--- config.mk ---
export PLATFORM = sky130hd
export DESIGN_NAME = lcd_bus_sched
export DESIGN_NICKNAME = d
export VERILOG_FILES = /design/src/rtl/lcd_pkg.sv /design/src/rtl/lcd_init_rom.sv /design/src/rtl/lcd_bus_sched.sv
export SDC_FILE = /design/constraint.sdc
export NUM_CORES = 1
export LEC_CHECK = 0
export ABC_AREA = 1
export CORE_UTILIZATION = 54
export DETAILED_ROUTE_END_ITERATION = 8
export PLACE_DENSITY_LB_ADDON = 0.05
export SYNTH_ARGS = -nofsm -noshare
export SYNTH_HDL_FRONTEND = slang
export SYNTH_SLANG_ARGS = --single-unit
--- constraint.sdc ---
create_clock -name iCLK -period 2.2 [get_ports iCLK]
set_input_delay 0.44 -clock iCLK [delete_from_list [all_inputs] [get_ports iCLK]]
set_output_delay 0.44 -clock iCLK [all_outputs]
set_load 0.02 [all_outputs]
--- src/rtl/lcd_pkg.sv ---
// rtl/lcd_pkg.sv - shared states, HD44780 opcodes and helpers for the LCD bus scheduler
package lcd_pkg;

  typedef enum logic [2:0] {
    PWRUP,
    INIT,
    IDLE,
    SETUP,
    ENHI,
    HOLD,
    WAIT
  } lcd_state_t;

  localparam logic [7:0] FUNC_SET_8B2L = 8'h38;
  localparam logic [7:0] DISP_ON       = 8'h0C;
  localparam logic [7:0] CLEAR         = 8'h01;
  localparam logic [7:0] ENTRY_INC     = 8'h06;

  localparam int INIT_LEN = 4;

  function automatic int max2(input int a, input int b);
    return (a > b) ? a : b;
  endfunction

  // Clear (0x01) and return-home (0x02/0x03) are the slow HD44780 instructions
  function automatic logic is_long_cmd(input logic rs, input logic [7:0] data);
    return !rs && ((data == 8'h01) || (data == 8'h02) || (data == 8'h03));
  endfunction

endpackage

--- src/rtl/lcd_init_rom.sv ---
// rtl/lcd_init_rom.sv - HD44780 8-bit init command table
module lcd_init_rom
  import lcd_pkg::*;
(
  input  logic [1:0] idx,
  output logic [7:0] init_byte
);

  always_comb begin
    init_byte = FUNC_SET_8B2L;
    case (idx)
      2'd0: init_byte = FUNC_SET_8B2L;
      2'd1: init_byte = DISP_ON;
      2'd2: init_byte = CLEAR;
      2'd3: init_byte = ENTRY_INC;
      default: init_byte = FUNC_SET_8B2L;
    endcase
  end

endmodule

--- src/rtl/lcd_bus_sched.sv ---
// rtl/lcd_bus_sched.sv - two-requester HD44780 write scheduler with power-up init sequence
module lcd_bus_sched
  import lcd_pkg::*;
#(
  parameter int EN_SETUP   = 4,
  parameter int EN_HIGH    = 12,
  parameter int EN_HOLD    = 4,
  parameter int WAIT_SHORT = 2000,
  parameter int WAIT_LONG  = 82000,
  parameter int POWERUP    = 750000
) (
  input  logic       iCLK,
  input  logic       iRST,
  input  logic       iREQ0,
  input  logic       iRS0,
  input  logic [7:0] iDATA0,
  output logic       oGNT0,
  input  logic       iREQ1,
  input  logic       iRS1,
  input  logic [7:0] iDATA1,
  output logic       oGNT1,
  output logic       oBUSY,
  output logic       oINIT_DONE,
  output logic [7:0] LCD_DATA,
  output logic       LCD_RS,
  output logic       LCD_RW,
  output logic       LCD_EN
);

  localparam int MAX_CNT = max2(max2(max2(EN_SETUP, EN_HIGH), max2(EN_HOLD, WAIT_SHORT)),
                                max2(WAIT_LONG, POWERUP));
  localparam int CW = $clog2(MAX_CNT + 1);

  lcd_state_t     state, state_n;
  logic [CW-1:0]  cnt, cnt_n;
  logic [1:0]     idx, idx_n;
  logic           prio, prio_n;
  logic           rs_q, rs_n;
  logic [7:0]     data_q, data_n;
  logic           gnt0_q, gnt0_n, gnt1_q, gnt1_n;
  logic           done_q, done_n;
  logic [7:0]     rom_byte;
  logic           cnt_last;
  logic           pick;

  lcd_init_rom u_rom (
    .idx       (idx),
    .init_byte (rom_byte)
  );

  // Each timed state is loaded with its length N on entry and leaves when the count reaches 1
  assign cnt_last = (cnt <= CW'(1));
  assign pick     = (iREQ0 && iREQ1) ? prio : iREQ1;

  always_ff @(posedge iCLK) begin
    if (iRST) begin
      state  <= PWRUP;
      cnt    <= CW'(POWERUP);
      idx    <= 2'd0;
      prio   <= 1'b0;
      rs_q   <= 1'b0;
      data_q <= 8'h00;
      gnt0_q <= 1'b0;
      gnt1_q <= 1'b0;
      done_q <= 1'b0;
    end else begin
      state  <= state_n;
      cnt    <= cnt_n;
      idx    <= idx_n;
      prio   <= prio_n;
      rs_q   <= rs_n;
      data_q <= data_n;
      gnt0_q <= gnt0_n;
      gnt1_q <= gnt1_n;
      done_q <= done_n;
    end
  end

  always_comb begin
    state_n = state;
    cnt_n   = cnt_last ? cnt : (cnt - CW'(1));
    idx_n   = idx;
    prio_n  = prio;
    rs_n    = rs_q;
    data_n  = data_q;
    gnt0_n  = 1'b0;
    gnt1_n  = 1'b0;
    done_n  = done_q;
    case (state)
      PWRUP: begin
        if (cnt_last) begin
          state_n = INIT;
          idx_n   = 2'd0;
        end
      end
      INIT: begin
        rs_n    = 1'b0;
        data_n  = rom_byte;
        state_n = SETUP;
        cnt_n   = CW'(EN_SETUP);
      end
      IDLE: begin
        if (iREQ0 || iREQ1) begin
          rs_n    = pick ? iRS1 : iRS0;
          data_n  = pick ? iDATA1 : iDATA0;
          gnt0_n  = !pick;
          gnt1_n  = pick;
          prio_n  = !pick;
          state_n = SETUP;
          cnt_n   = CW'(EN_SETUP);
        end
      end
      SETUP: begin
        if (cnt_last) begin
          state_n = ENHI;
          cnt_n   = CW'(EN_HIGH);
        end
      end
      ENHI: begin
        if (cnt_last) begin
          state_n = HOLD;
          cnt_n   = CW'(EN_HOLD);
        end
      end
      HOLD: begin
        if (cnt_last) begin
          state_n = WAIT;
          cnt_n   = is_long_cmd(rs_q, data_q) ? CW'(WAIT_LONG) : CW'(WAIT_SHORT);
        end
      end
      WAIT: begin
        if (cnt_last) begin
          if (done_q) begin
            state_n = IDLE;
          end else if (idx == 2'(INIT_LEN - 1)) begin
            state_n = IDLE;
            done_n  = 1'b1;
          end else begin
            idx_n   = idx + 2'd1;
            state_n = INIT;
          end
        end
      end
      default: state_n = PWRUP;
    endcase
  end

  assign oGNT0      = gnt0_q;
  assign oGNT1      = gnt1_q;
  assign oBUSY      = (state != IDLE);
  assign oINIT_DONE = done_q;
  assign LCD_DATA   = data_q;
  assign LCD_RS     = rs_q;
  assign LCD_RW     = 1'b0;
  assign LCD_EN     = (state == ENHI);

endmodule

==> impl_metrics.json <==
{
  "ir_drop_mv": 0.422,
  "slowest_stage": "dfxtp_1",
  "vias": 2476,
  "fin_cells": 470,
  "setup-violations-final": 0,
  "status": "complete, no violations",
  "cts_root_buf": "clkbuf_8",
  "fill_cells": 404,
  "ys_seq_area_share_pct": 30.7,
  "detail-route-antenna-nets": 0,
  "synth_edf_count": 0,
  "grt_pass1_wl_um": 10600,
  "die_h_um": 69.7,
  "place_congestion": 0.899,
  "synth_nets": 405,
  "fp.dieW_um": 69.7,
  "synth_ff_type": "dfxtp_1",
  "swShare_pct": 26.9,
  "rows": 24,
  "intPower_uw": 1040,
  "ys_ff_latch": 38,
  "startpoint_type": "register",
  "final_cell_mix": "80 x nor2_1, 79 x nand2_1, 38 x dfxtp_1",
  "totalPowerFinal_uw": 1420,
  "vias_per_cell": 5.27,
  "fmax_ghz": 0.496,
  "wl_per_cell_um": 13.1,
  "drt_iter0_drc": 151,
  "nNetsFinal": 446,
  "setup_slack_ns": 0.185,
  "final_common_cell": "nor2_1",
  "cts_tree": "yes",
  "avgSynthCellArea_um2": 6.58,
  "combPwrFrac_pct": 13.3,
  "post-cts-setup-buffers": 0,
  "diodes": 0,
  "grt_pass1_vias": 2346,
  "ys_warn_count": 0,
  "period_needed_ns": 2.01,
  "syn_area_mm2": 0.00247,
  "core_area_mm2": 0.00438,
  "area_delta_synth_final_pct": 20.9,
  "grt_usage_pct": 27.3,
  "hold_path_class": "register to register",
  "drive_gt1_share_pct": 14.1,
  "antenna_found_initial": 0,
  "drc": 0,
  "power.switching_uw": 383,
  "detail_route.first_pass.iterations": 5,
  "rsz0062_at_grt": "no",
  "timing.critical_path.mode_cell": "nand2_1",
  "die-area_mm2": 0.00486,
  "cts_buffers": 5,
  "worst_slew_pin_slew_ns": 0.523,
  "report.final.hold_viol_count": 0,
  "clk-insertion-delay-late_ns": 0.30,
  "wirelength_um": 6150,
  "seqPwrFrac_pct": 50.6,
  "crit_family": "simple AND/OR/NAND/NOR gates",
  "cts.repair.resized": 0,
  "post-route-period-util_pct": 91.6,
  "clock_skew_ns": 0.00157,
  "ys_async_sr_fraction_pct": 0,
  "final.setup.tns_ns": 0,
  "p_clk_share_pct": 36.1,
  "htreeDepth": 2,
  "synth_cells": 376,
  "final-seq-area_um2": 761,
  "crit_path_cell_trace": "inv_1 -> ha_1 -> inv_2 -> nand2_1 -> nand3_2 -> nor2_8 -> nand2_4 -> a21oi_2 -> nand3_1 -> nand2_1 -> nor2_1",
  "slew_headroom_pct": 65.1,
  "critPathMaxFanout": 10,
  "post-route-util_pct": 68.3,
  "cts_max_path_buffers": 2,
  "arrival_ns": 2.21,
  "port_buffers": 35,
  "critPathMaxStageDelay_ns": 0.33,
  "synth_cell_types": 37,
  "cts.sinks": 38,
  "grt_max_degree": 18,
  "hold_buffers": 0,
  "place_inst": 462,
  "leakage_uw": 0.00129,
  "grt_remaining_overflow": 0,
  "drv_cap": 0,
  "slew_violations": 0,
  "pin_count": 37,
  "cp_num_buf_inv": 2,
  "initial_utilization_pct": 56.4,
  "multi_input_area_mm2": 0.00152,
  "cp-end-kind": "register",
  "worstPathRequired_ns": 2.40,
  "post-place-ws_ns": 0.156,
  "path_class": "register to register",
  "path_clk_slew_ns": 0.08,
  "p_per_area_mw_per_mm2": 475,
  "dp_hpwl_um": 4670
}
[synthesized netlist by cell type, types with 2 or more instances]
master,instances,share of area (%)
a21oi_1,18,3.6
a21oi_2,3,1.1
a31o_2,2,0.71
buf_4,2,0.61
clkbuf_1,4,0.61
dfxtp_1,38,31
ha_1,7,3.5
inv_1,25,3.8
inv_2,11,1.7
nand2_1,79,12
nand2_2,5,1.3
nand2_4,3,1.4
nand3_1,20,4.0
nand3_2,3,1.2
nand3_4,2,1.4
nand3b_1,2,0.61
nand4_1,6,1.5
nor2_1,80,12
nor2_2,7,1.8
nor2_4,4,1.8
o211ai_1,2,0.61
o21ai_0,21,4.2
o21ai_1,9,1.8
xnor2_1,3,1.1
xor2_1,8,2.8
[worst reg2reg max path: stages (launching register included)]
cell     delay, ns
dfxtp_1       0.33
inv_1         0.12
ha_1          0.29
inv_2         0.06
nand2_1       0.07
nand3_2       0.11
nor2_8        0.17
nand2_4       0.14
a21oi_2       0.31
nand3_1       0.17
nand2_1       0.11
nor2_1        0.05
[logic make-up (layout without fill, tap and decap cells)]
group	count (synthesis)	after routing	synth area share [%]
buffers and inverters	46	88	7.68
other	1	1	0.152
adder cells (fa/ha/maj)	7	7	3.54
AND/OR/NAND/NOR	214	214	40.4
AO/OA/AOI/OAI	59	59	13.6
XOR/XNOR	11	11	3.89
flip-flops	38	38	30.7
[routing by layer]
layer  part of all wire [%]  vias up  track usage [%]
met5                      0        -                0
li1                       -     1284                -
met1                     45     1113             34.4
met2                     48       68             45.8
met4                    2.1        0             11.1
met3                    4.8       11             5.09
[flip-flops by register name (all words and copies together), names as in the netlist]
name and flops:
oGNT1 1, cnt 20, state 3, oGNT0 1, LCD_RS 1, LCD_DATA 8
prio 1, idx 2, oINIT_DONE 1
[final timing paths]
kind                     from           to  slack (ns)  cells past startpoint
setup / recovery       cnt[0]       cnt[9]        0.19                     11
hold / removal    LCD_DATA[6]  LCD_DATA[6]        0.49                      2
setup reg to reg       cnt[0]       cnt[9]        0.19                     11
hold reg to reg   LCD_DATA[6]  LCD_DATA[6]        0.49                      2
[metrics by stage]
stage | hold WS, ns | cell area, um^2
2_1_floorplan | 0.455 | 2470
3_3_place_gp | 0.473 | 2900
3_5_place_dp | 0.478 | 2900
4_1_cts | 0.490 | 2990
5_1_grt | 0.519 | 2990
6_report | 0.487 | 2990
[area by class of cell]
type	instances	share of cell area, %
Timing Repair Buffer	42	13.5
Inverter	38	4.85
Multi-Input combinational cell	292	50.9
Clock buffer	6	2.76
Sequential cell	38	25.4
Tap cell	52	2.17
Clock inverter	2	0.418
[power groups by stage]
stage                     clock (uW)  sequential, uW  combinational (uW)
final                            514             720                 189
after CTS                        521             720                 189
after floorplan                    0             733                 125
after detailed placement           0             737                 188
after global placement             0             736                 186
after global routing             547             722                 216
No activity file was read; power rests on OpenSTA's default activity.
